===== src/rtl/lsu_mem_master.sv =====
// lsu_mem_master: load/store initiator that turns execute-stage commands into word-aligned memory requests.
// Define LSU_MISALIGN_SPLIT_EN to split word-crossing accesses into two requests; otherwise they complete with rsp_err.
module lsu_mem_master #(
  parameter int AW = 32,
  parameter int DW = 32
) (
  input  logic          clk,
  input  logic          rst,
  input  logic          cmd_valid,
  output logic          cmd_ready,
  input  logic          cmd_we,
  input  logic [1:0]    cmd_size,
  input  logic          cmd_unsigned,
  input  logic [AW-1:0] cmd_addr,
  input  logic [DW-1:0] cmd_wdata,
  output logic          rsp_valid,
  output logic [DW-1:0] rsp_rdata,
  output logic          rsp_err,
  output logic          mem_req,
  output logic          mem_we,
  output logic [AW-1:0] mem_addr,
  output logic [DW-1:0] mem_wdata,
  output logic [3:0]    mem_be,
  input  logic          mem_gnt,
  input  logic          mem_rvalid,
  input  logic [DW-1:0] mem_rdata
);

  localparam logic [2:0] IDLE  = 3'd0;
  localparam logic [2:0] REQ0  = 3'd1;
  localparam logic [2:0] WAIT0 = 3'd2;
`ifdef LSU_MISALIGN_SPLIT_EN
  localparam logic [2:0] REQ1  = 3'd3;
  localparam logic [2:0] WAIT1 = 3'd4;
  localparam int LANES = 8;
`else
  localparam int LANES = 4;
`endif
  localparam logic [2:0] RESP  = 3'd5;

  typedef logic [LANES*8-1:0] lane_t;

  logic [2:0]       state;
  logic             we_q;
  logic [1:0]       size_q;
  logic             uns_q;
  logic             err_q;
  logic             got_q;
  logic [AW-1:0]    addr_q;
  logic [LANES-1:0] be_q;
  lane_t            wd_q;
  logic [DW-1:0]    rd0_q;
`ifdef LSU_MISALIGN_SPLIT_EN
  logic [DW-1:0]    rd1_q;
  logic             split;
  assign split = |be_q[7:4];
`endif

  // Byte enables over two words: the high nibble marks lanes spilling into the next word.
  logic [7:0] cmd_be8;
  always_comb begin
    case (cmd_size)
      2'b00:   cmd_be8 = 8'b0000_0001 << cmd_addr[1:0];
      2'b01:   cmd_be8 = 8'b0000_0011 << cmd_addr[1:0];
      2'b10:   cmd_be8 = 8'b0000_1111 << cmd_addr[1:0];
      default: cmd_be8 = 8'h00;
    endcase
  end

  lane_t cmd_wd_sh;
  assign cmd_wd_sh = lane_t'(cmd_wdata) << {cmd_addr[1:0], 3'b000};

  // Read data is registered first and the state advances the cycle after rvalid.
  always_ff @(posedge clk) begin
    // NOTE: sequential state uses non-blocking assignments so every register sees pre-edge values.
    if (rst) begin
      state  <= IDLE;
      we_q   <= 1'b0;
      size_q <= 2'b00;
      uns_q  <= 1'b0;
      err_q  <= 1'b0;
      got_q  <= 1'b0;
      addr_q <= '0;
      be_q   <= '0;
      wd_q   <= '0;
      rd0_q  <= '0;
`ifdef LSU_MISALIGN_SPLIT_EN
      rd1_q  <= '0;
`endif
    end else begin
      case (state)
        IDLE: if (cmd_valid) begin
          we_q   <= cmd_we;
          size_q <= cmd_size;
          uns_q  <= cmd_unsigned;
          addr_q <= cmd_addr;
          be_q   <= cmd_be8[LANES-1:0];
          wd_q   <= cmd_wd_sh;
          got_q  <= 1'b0;
          rd0_q  <= '0;
`ifdef LSU_MISALIGN_SPLIT_EN
          rd1_q  <= '0;
`endif
          if (cmd_size == 2'b11) begin
            err_q <= 1'b1;
            state <= RESP;
          end
`ifndef LSU_MISALIGN_SPLIT_EN
          else if (|cmd_be8[7:4]) begin
            err_q <= 1'b1;
            state <= RESP;
          end
`endif
          else begin
            err_q <= 1'b0;
            state <= REQ0;
          end
        end
        REQ0: if (mem_gnt) begin
          if (!we_q)      state <= WAIT0;
`ifdef LSU_MISALIGN_SPLIT_EN
          else if (split) state <= REQ1;
`endif
          else            state <= RESP;
        end
        WAIT0: if (got_q) begin
          got_q <= 1'b0;
`ifdef LSU_MISALIGN_SPLIT_EN
          state <= split ? REQ1 : RESP;
`else
          state <= RESP;
`endif
        end else if (mem_rvalid) begin
          rd0_q <= mem_rdata;
          got_q <= 1'b1;
        end
`ifdef LSU_MISALIGN_SPLIT_EN
        REQ1: if (mem_gnt) state <= we_q ? RESP : WAIT1;
        WAIT1: if (got_q) begin
          got_q <= 1'b0;
          state <= RESP;
        end else if (mem_rvalid) begin
          rd1_q <= mem_rdata;
          got_q <= 1'b1;
        end
`endif
        RESP:    state <= IDLE;
        default: state <= IDLE;
      endcase
    end
  end

  logic [AW-1:0] word_addr;
  assign word_addr = {addr_q[AW-1:2], 2'b00};

  always_comb begin
    // NOTE: every output gets a default first so no path through this block infers a latch.
    mem_req   = 1'b0;
    mem_we    = 1'b0;
    mem_addr  = '0;
    mem_wdata = '0;
    mem_be    = '0;
    case (state)
      REQ0: begin
        mem_req   = 1'b1;
        mem_we    = we_q;
        mem_addr  = word_addr;
        mem_wdata = wd_q[DW-1:0];
        mem_be    = be_q[3:0];
      end
`ifdef LSU_MISALIGN_SPLIT_EN
      REQ1: begin
        mem_req   = 1'b1;
        mem_we    = we_q;
        mem_addr  = word_addr + AW'(4);
        mem_wdata = wd_q[2*DW-1:DW];
        mem_be    = be_q[7:4];
      end
`endif
      default: ;
    endcase
  end

  logic [DW-1:0] rd_sh;
`ifdef LSU_MISALIGN_SPLIT_EN
  logic [2*DW-1:0] rd_all;
  assign rd_all = {rd1_q, rd0_q};
  assign rd_sh  = rd_all[{addr_q[1:0], 3'b000} +: DW];
`else
  assign rd_sh  = rd0_q >> {addr_q[1:0], 3'b000};
`endif

  logic [DW-1:0] rd_ext;
  always_comb begin
    rd_ext = rd_sh;
    case (size_q)
      2'b00:   rd_ext = {{(DW-8){~uns_q & rd_sh[7]}}, rd_sh[7:0]};
      2'b01:   rd_ext = {{(DW-16){~uns_q & rd_sh[15]}}, rd_sh[15:0]};
      default: ;
    endcase
  end

  assign cmd_ready = (state == IDLE);
  assign rsp_valid = (state == RESP);
  assign rsp_err   = rsp_valid & err_q;
  assign rsp_rdata = (rsp_valid && !we_q && !err_q) ? rd_ext : '0;

endmodule


===== config.mk =====
export PLATFORM = sky130hd
export DESIGN_NAME = lsu_mem_master
export DESIGN_NICKNAME = d
export VERILOG_FILES = /design/src/rtl/lsu_mem_master.sv
export SDC_FILE = /design/constraint.sdc
export NUM_CORES = 1
export LEC_CHECK = 0
export ABC_AREA = 0
export ABC_CLOCK_PERIOD_IN_PS = 2100
export CORE_MARGIN = 10
export CORE_UTILIZATION = 40
export DETAILED_ROUTE_END_ITERATION = 6
export PLACE_DENSITY_LB_ADDON = 0.15
export SYNTH_ARGS = -nofsm -noshare
export SYNTH_HDL_FRONTEND = slang
export SYNTH_SLANG_ARGS = --single-unit

===== constraint.sdc =====
create_clock -name clk -period 2.1 [get_ports clk]
set_clock_uncertainty 0.2 [all_clocks]
set_input_delay 0.525 -clock clk [delete_from_list [all_inputs] [get_ports clk]]
set_output_delay 0.525 -clock clk [all_outputs]
set_load 0.005 [all_outputs]

Yosys cells after proc, flatten, opt, wreduce, memory -nomap -nowiden
Index checks and enable logic that the tools add are counted.
Word-level totals
  input bits: 105
  bits in registers: 109
Operators by class
  bitwise logic cells: 4
  mux-type cells: 25
  shift-type cells: 5
  eq/ne operators: 12
  reductions and logical operators: 13
Operators with widths (number)
  $mux W32: 6
  $pmux W32 S2: 2
  $shl A32 B5 Y32: 1
  $shr A32 B5 Y32: 1
  $pmux W8 S3: 1
  $mux W3: 6
  $ne A2 B2 Y1 const B: 5
  $pmux W3 S3: 1
  $shl A1 B2 Y8 const A: 1
  $shl A2 B2 Y8 const A: 1
  $shl A4 B2 Y8 const A: 1
  $mux W1: 7
  $eq A2 B1 Y1 const B: 2
  $eq A2 B2 Y1 const B: 2
  $logic_not A2 Y1: 2
  $mux W4: 1
  $reduce_and A2 Y1: 2
  $reduce_and A4 Y1: 1
  $reduce_or A4 Y1: 1
  $and A1 B1 Y1: 3
  $eq A3 B1 Y1 const B: 1
  $eq A3 B2 Y1 const B: 1
  $eq A3 B3 Y1 const B: 1
  $logic_not A3 Y1: 1
  6 further kinds: 8

Longest topological paths before layout
Gate-level depths: netlist (run 1).
  depth after elaboration: 7
  mapped depth: 6
  mapped depth without buffers: 6

Least setup slack after synthesis (run 1)
Ideal clock, no wire load.
  path kind: register to output
  start point: register addr_q[0]
  end point: output rsp_rdata[10]
  arrival time: 1.538 ns
  cell stages (with the launch flop): 7
  path slack: -0.163 ns
  cells stage by stage: dfxtp_1 > buf_2 > inv_2 > mux2_2 > or4_1 > buf_2 > a21oi_1
Between the ends
  word-level cells in the longest chain between the ends: 4
Ends and longest elaborated chain
  start: declaration: RTL line 49  | logic [AW-1:0] addr_q;
  start signal: assignment: RTL line 96  | addr_q <= cmd_addr;
  $shr A32 B5 Y32 (*): RTL line 190  | assign rd_sh = rd0_q >> {addr_q[1:0], 3'b000};
  $and A1 B1 Y1: RTL line 197  | 2'b00: rd_ext = {{(DW-8){~uns_q & rd_sh[7]}}, rd_sh[7:0]};
  $pmux W32 S2 (*): RTL line 196  | case (size_q)
  $mux W32 (*): RTL line 206  | assign rsp_rdata = (rsp_valid && !we_q && !err_q) ? rd_ext : '0;
  end: declaration: RTL line 17  | output logic [DW-1:0] rsp_rdata,
Every way passes the cells marked *; elsewhere a longest branch is shown, timed or not.

Worst setup path in the final report (run 1)
  start point: register addr_q[0]
  end point: output rsp_rdata[19]
Between the ends
  word-level cells in the longest chain between the ends: 4
  elaborated cells on any way between the ends: 5
  those cells by class: shift: 1; mux: 2; bitwise: 2
Ends and longest elaborated chain (RTL line)
  $shr A32 B5 Y32 (*): 190
  $and A1 B1 Y1 (on tied branches): 198, 197
  $pmux W32 S2 (*): 196
  $mux W32 (*): 206
Marks and branches as above.

==> metrics, run 1 <==
number of buffers created by CTS=9; Multi-input gate area=3340 sq um; final setup fails=100; mean post-synth cell area=8.26 sq um; power share of the combinational group=0.280; Reg clk slew, reported paths=0.07 ns; slowest cell delay on critical path=0.53 ns; met3 Track Usage GR=0.0849; leakage=4.16 nW; first-pass GRT wire length=32,900 microns; cell count after synthesis=655; final setup margin=-0.748 ns; Fill cells=1,029; Synth Area in Adders=0.00463; max-cap viol count=0; combinational family with the most area after synthesis=simple AND/OR/NAND/NOR gates; largest net degree at the start of global routing=77; routed vias=6,016; Hold WS=0.256 ns; Port Buffers=207; failing checks=setup timing; CP endpoint kind=primary output; total routed wirelength=21,800 microns; Switch Pwr=1.53 mW; M2 GR Usage=0.369; post-synthesis mux area share=0.100; DRC=0; Unique masters post-synth=46; largest area contributor in the netlist=dfxtp_1; yosys warns=0; Cell Area, Synth=5410 sq um; Async S/R FF share, synth=0; Die Area=18,600 sq um; DRT antenna net count=0; RePlAce Congestion=0.930; switching fraction of total power=0.268; Critical Path, Cell by Cell=inv_4 > buf_6 > nor2_1 > a2111o_1 > buf_6 > buf_6 > o21ai_2 > buf_2; GR peak layer=met2; TritonCTS clock tree=yes; FF-to-FF End=be_q[1]; row count=42; clk sinks=109; CTS Root Cell=clkbuf_16; XOR/XNOR Fraction of Synth Area=0; Synth Area in Simple Gates=0.232; Fin. Hold Viols=0; r2r setup slk=0.03 ns; Worst Reg-to-Reg Cells=5; max-slew violations=0; H-tree Lvls=3; clk buf depth=2; Top FF cell, synth=dfxtp_1; clk_lat worst skew=0.35 ns; period utilisation layout=1.36; sequential area share after synthesis=0.403; number of synthesized register bits=109; Worst Setup SP=addr_q[0]; clock power share=0.322; register area=2190 sq um; Die X=136 microns; FF-to-FF Start=state[1]; post-synthesis compound-gate area fraction=0.209; Int Power=4.17 mW; area grow syn2layout=78.9%; status=complete, but fails checks; fin crit period=2.85 ns; Worst Setup Path Type=flip-flop to primary output; setup TNS=-44.69 ns; commonest cells in the netlist=dfxtp_1 (109), nand2_1 (102), a21oi_1 (83); Final Core Density=0.731; type of the most critical hold path=flip-flop to flip-flop; num ports=210; vias in the first global route=6,078; Initial DRC Count=370; antenna violations before repair=1; drt wl/cell=19.1 microns; Highest Clock Rate=351 MHz; Peak VDD IR=401 uV; number of synthesized flops with an enable pin=0; Worst Path Required=1.37 ns; worst-path maximum fanout=16; Slowest cell on crit path=a2111o_1; starting density of the core=0.408; Final nets=1,068; count leader, synth=dfxtp_1; Synth area leaders=dfxtp_1 (40%), and2_1 (7.9%), a21oi_1 (7.7%); critical path data arrival time=2.12 ns; GRT Total Usage=0.220; PwrDens=589 nW/um^2; layout cell share with drive strength beyond 1=0.408; Setup crit end=rsp_rdata[19]; most used cell, CP=buf_6; fraction of power consumed by sequential logic=0.398; GR Util met1=0.259; Die H=136 microns; crit start category=flip-flop; Yosys top cell area share=0.403; gr ovfl total=0; Hold-fix buffers, CTS=0; drt pass-1 iters=5; vias per std cell=5.27; RSZ-0062 raised after global routing=true; core area=13,200 sq um; detailed placement HPWL=14,400 microns
-- worst min-delay path by stage --
| stage | from | depth (start not counted) | endpoint |
|---|---|---|---|
| after floorplan | be_q[3] | 2 | be_q[3] |
| after global placement | wd_q[7] | 2 | wd_q[7] |
| after detailed placement | be_q[3] | 2 | be_q[3] |
| after CTS | wd_q[5] | 2 | wd_q[5] |
| after global routing | addr_q[11] | 2 | addr_q[11] |
| final | addr_q[15] | 2 | addr_q[15] |
-- critical path: cells and delay by family (launching register included) --
family | cells | cell delay [ns]
buf+inv | 5 | 0.69
compound gates | 2 | 0.57
flops | 1 | 0.37
simple gates | 1 | 0.13
-- routing by layer --
| layer | wire length [microns] | part of all wire | vias up |
|---|---|---|---|
| met5 | 0 | 0 | - |
| met4 | 433 | 0.020 | 0 |
| met3 | 1900 | 0.087 | 28 |
| met2 | 10800 | 0.49 | 245 |
| met1 | 8670 | 0.40 | 2852 |
| li1 | - | - | 2891 |
-- cells in the final DEF (no fill, tap or decap), types with 9 or more instances in the layout --
| master | synthesis | layout |
|---|---|---|
| and2_1 | 68 | 9 |
| buf_4 | 2 | 71 |
| and2_4 | 0 | 59 |
| dfxtp_1 | 109 | 103 |
| buf_8 | 0 | 10 |
| clkdlybuf4s50_1 | 0 | 102 |
| o21ai_0 | 17 | 9 |
| a22o_1 | 32 | 32 |
| nor2_1 | 38 | 27 |
| mux2_2 | 16 | 9 |
| nand3_1 | 9 | 9 |
| a21o_1 | 9 | 9 |
| a21oi_1 | 83 | 74 |
| nand2_1 | 102 | 101 |
| a21oi_2 | 0 | 9 |
| mux2i_1 | 34 | 33 |
| nor3_1 | 21 | 18 |
| buf_12 | 0 | 14 |
| buf_2 | 9 | 42 |
| buf_6 | 2 | 103 |
| clkbuf_16 | 0 | 10 |
-- registers in the layout, summed over array words and instances (netlist names) --
register / flops
be_q: 4
uns_q: 1
addr_q: 32
we_q: 1
err_q: 1
size_q: 2
rd0_q: 32
got_q: 1
state: 3
wd_q: 32
-- through the flow --
stage	power, mW	std cells	setup slack (ns)	instance area (sq um)
floorplan	2.84	656	-0.130	5490
global placement	3.41	1063	-0.584	8240
detailed placement	3.44	1063	-0.668	8240
CTS	5.62	1128	-0.745	9290
global route	5.93	1141	-0.816	9680
finish	5.70	1141	-0.748	9680
-- timing repair --
item,4_1_cts,5_1_grt
setup buffers,42,24
setup endpoints to repair,130,157
pin swaps,37,40
gates cloned,9,2
resized for setup,549,126
-- power groups by stage --
stage	registers, mW	logic [mW]	clock network, mW
finish	2.27	1.60	1.83
global route	2.28	1.71	1.94
CTS	2.26	1.50	1.86
detailed placement	2.30	1.14	0
global placement	2.29	1.12	0
floorplan	2.28	0.553	0
-- layout make-up --
type	instances	area share
diodes	1	0.000259
clock buffers	10	0.0247
clock inverters	4	0.00763
inverters	4	0.00181
multi-input cells	484	0.345
flip-flops and latches	109	0.227
well taps	176	0.0228
repair buffers	353	0.371
-- cells by family after synthesis --
logic type / after synthesis
AND/OR/NAND/NOR: 255
AO/OA/AOI/OAI: 174
flip-flops: 109
buffers and inverters: 63
multiplexers: 51
adder cells (fa/ha/maj): 2
other: 1
Note: power is estimated with default switching activity, not from simulation.
==> run 2, diff against run 1 <==
--- a/config.mk
+++ b/config.mk
@@ -11,6 +11,7 @@
 export CORE_UTILIZATION = 40
 export DETAILED_ROUTE_END_ITERATION = 6
 export PLACE_DENSITY_LB_ADDON = 0.15
+export SETUP_SLACK_MARGIN = 0.3
 export SYNTH_ARGS = -nofsm -noshare
 export SYNTH_HDL_FRONTEND = slang
 export SYNTH_SLANG_ARGS = --single-unit
==> run 2 against run 1 <==
  * The flow still finishes with violations (setup timing)
  * Worst setup slack got worse by 0.0024 ns
  * Critical path depth shrank 2
  * Core utilization rose by 10 points
  * Combinational power increased by 43%
  * Final area increased by 14%
  * Total power increased by 15%
  * Non-clock buffer count is 30 higher
  * Sequential power grew 2%
  * Via count grew 12%
  * Largest power group unchanged
  * Clock-buffer cell count increased by 2
  * Highest routed layer unchanged
  * Flip-flop and latch count unchanged
  * Hold slack better by 0.011 ns
  * Largest cell class unchanged
  * Critical endpoint unchanged
==> metrics, run 2 (synthesis results as in run 1) <==
gr ovfl total=0; FF-to-FF Start=state[0]; DRC=0; first-pass GRT wire length=33,800 microns; number of buffers created by CTS=9; failing checks=setup timing; slowest cell delay on critical path=0.43 ns; Final nets=1,098; Layout Cells excl Fill=1,171; CTS Root Cell=clkbuf_16; layout cell share with drive strength beyond 1=0.562; Cells after DPL=1,055; RePlAce Congestion=0.928; hold depth=2; drt pass-1 iters=6; Initial DRC Count=414; Final Core Density=0.830; Port Buffers=207; Switch Pwr=1.93 mW; M2 GR Usage=0.380; Hold WS=0.267 ns; most frequent cells in the layout=buf_6 (132), dfxtp_1 (103), clkdlybuf4s50_1 (100); Slowest cell on crit path=a2111o_1; period utilisation layout=1.36; critical path data arrival time=2.13 ns; clk_lat worst skew=0.35 ns; max-cap viol count=0; GR Util met1=0.279; clk sinks=109; crit start category=flip-flop; Max transition margin=0.569; vias in the first global route=6,172; status=complete, but fails checks; Fin. Hold Viols=0; CP endpoint kind=primary output; starting density of the core=0.408; core area=13,200 sq um; met3 Track Usage GR=0.0587; most common cell after layout, fill and taps aside=buf_6; detailed placement HPWL=14,300 microns; DRT antenna net count=0; Die H=136 microns; Critical Path, Cell by Cell=nand2b_1 > a311o_1 > a2111o_1 > buf_6 > o21ai_0 > buf_2; Int Power=4.60 mW; worst slew pin tran=0.647 ns; Die X=136 microns; clk buf depth=2; largest net degree at the start of global routing=48; total routed wirelength=27,600 microns; routed vias=6,715; TritonCTS clock tree=yes; Die Area=18,600 sq um; final setup margin=-0.750 ns; switching fraction of total power=0.295; Worst Reg-to-Reg Cells=9; Largest regs=addr_q: 32 flops, rd0_q: 32 flops, wd_q: 32 flops; H-tree Lvls=3; GRT Total Usage=0.228; total power=6.53 mW; Fill cells=743; r2r setup slk=-0.13 ns; area grow syn2layout=103%; Worst Path Required=1.37 ns; vias per std cell=5.73; RSZ-0062 raised after global routing=true; GR peak layer=met2; Antenna diodes=0; fin crit period=2.85 ns; row count=42; Worst Setup SP=addr_q[1]; leakage=4.75 nW; PwrDens=594 nW/um^2; hold_sp=wd_q[28]; Reg clk slew, reported paths=0.08 ns; drt wl/cell=23.6 microns; fraction of power consumed by sequential logic=0.353; clock power share=0.297; type of the most critical hold path=flip-flop to flip-flop; worst-path maximum fanout=5; Highest Clock Rate=351 MHz; power share of the combinational group=0.350; Worst Setup Path Type=flip-flop to primary output; antenna violations before repair=0; Peak VDD IR=480 uV; final setup fails=205; max-slew violations=0; num ports=210
run 2: path summary, 6_finish.rpt:
path,to
max reg2reg,wd_q[14]
max,rsp_rdata[19]
min reg2reg,wd_q[28]
min,wd_q[28]
run 2: critical path, delay by kind of cell (launching register included):
kind / cells / cell delay [ns]
AOI/OAI and AO/OA: 3 / 0.91
buffers and inverters: 2 / 0.29
and+or+nand+nor: 1 / 0.20
DFF: 1 / 0.37
run 2: layer usage:
metal / vias to the layer above / routed length (microns)
met3: 83 / 2370
met4: 0 / 1160
met5: - / 0
li1: 2974 / -
met1: 3297 / 10300
met2: 361 / 13800
run 2: what timing repair did:
| action | CTS | global route |
|---|---|---|
| hold buffers | 0 | 0 |
| pin swaps | 38 | 131 |
| gates resized for setup | 589 | 289 |
| cloned | 14 | 11 |
| buffers inserted | 52 | 24 |
| setup endpoints to repair | 209 | 209 |
run 2: cell type report:
type	instances	area [sq um]	share of cell area
repair buffers	383	4230	0.385
multi-input cells	484	4000	0.364
flip-flops and latches	109	2190	0.199
clock buffers	12	267	0.0242
well taps	176	220	0.0200
clock inverters	3	67.6	0.00615
inverters	4	17.5	0.00159
run 2: metrics by stage:
stage | setup TNS [ns] | worst slack, ns | cell area, sq um
2_1_floorplan | -1.57 | -0.130 | 5610
3_3_place_gp | -58.64 | -0.567 | 8200
3_5_place_dp | -60.46 | -0.594 | 8200
4_1_cts | -38.40 | -0.698 | 9470
5_1_grt | -65.39 | -0.760 | 11000
6_report | -59.33 | -0.750 | 11000
run 2: power by group through the flow:
stage               combinational [mW]  clock (mW)  sequential, mW
detailed placement                1.11           0            2.30
finish                            2.29        1.94            2.31
global placement                  1.09           0            2.30
CTS                               1.61        1.91            2.26
floorplan                        0.593           0            2.29
global route                      2.37        2.02            2.32
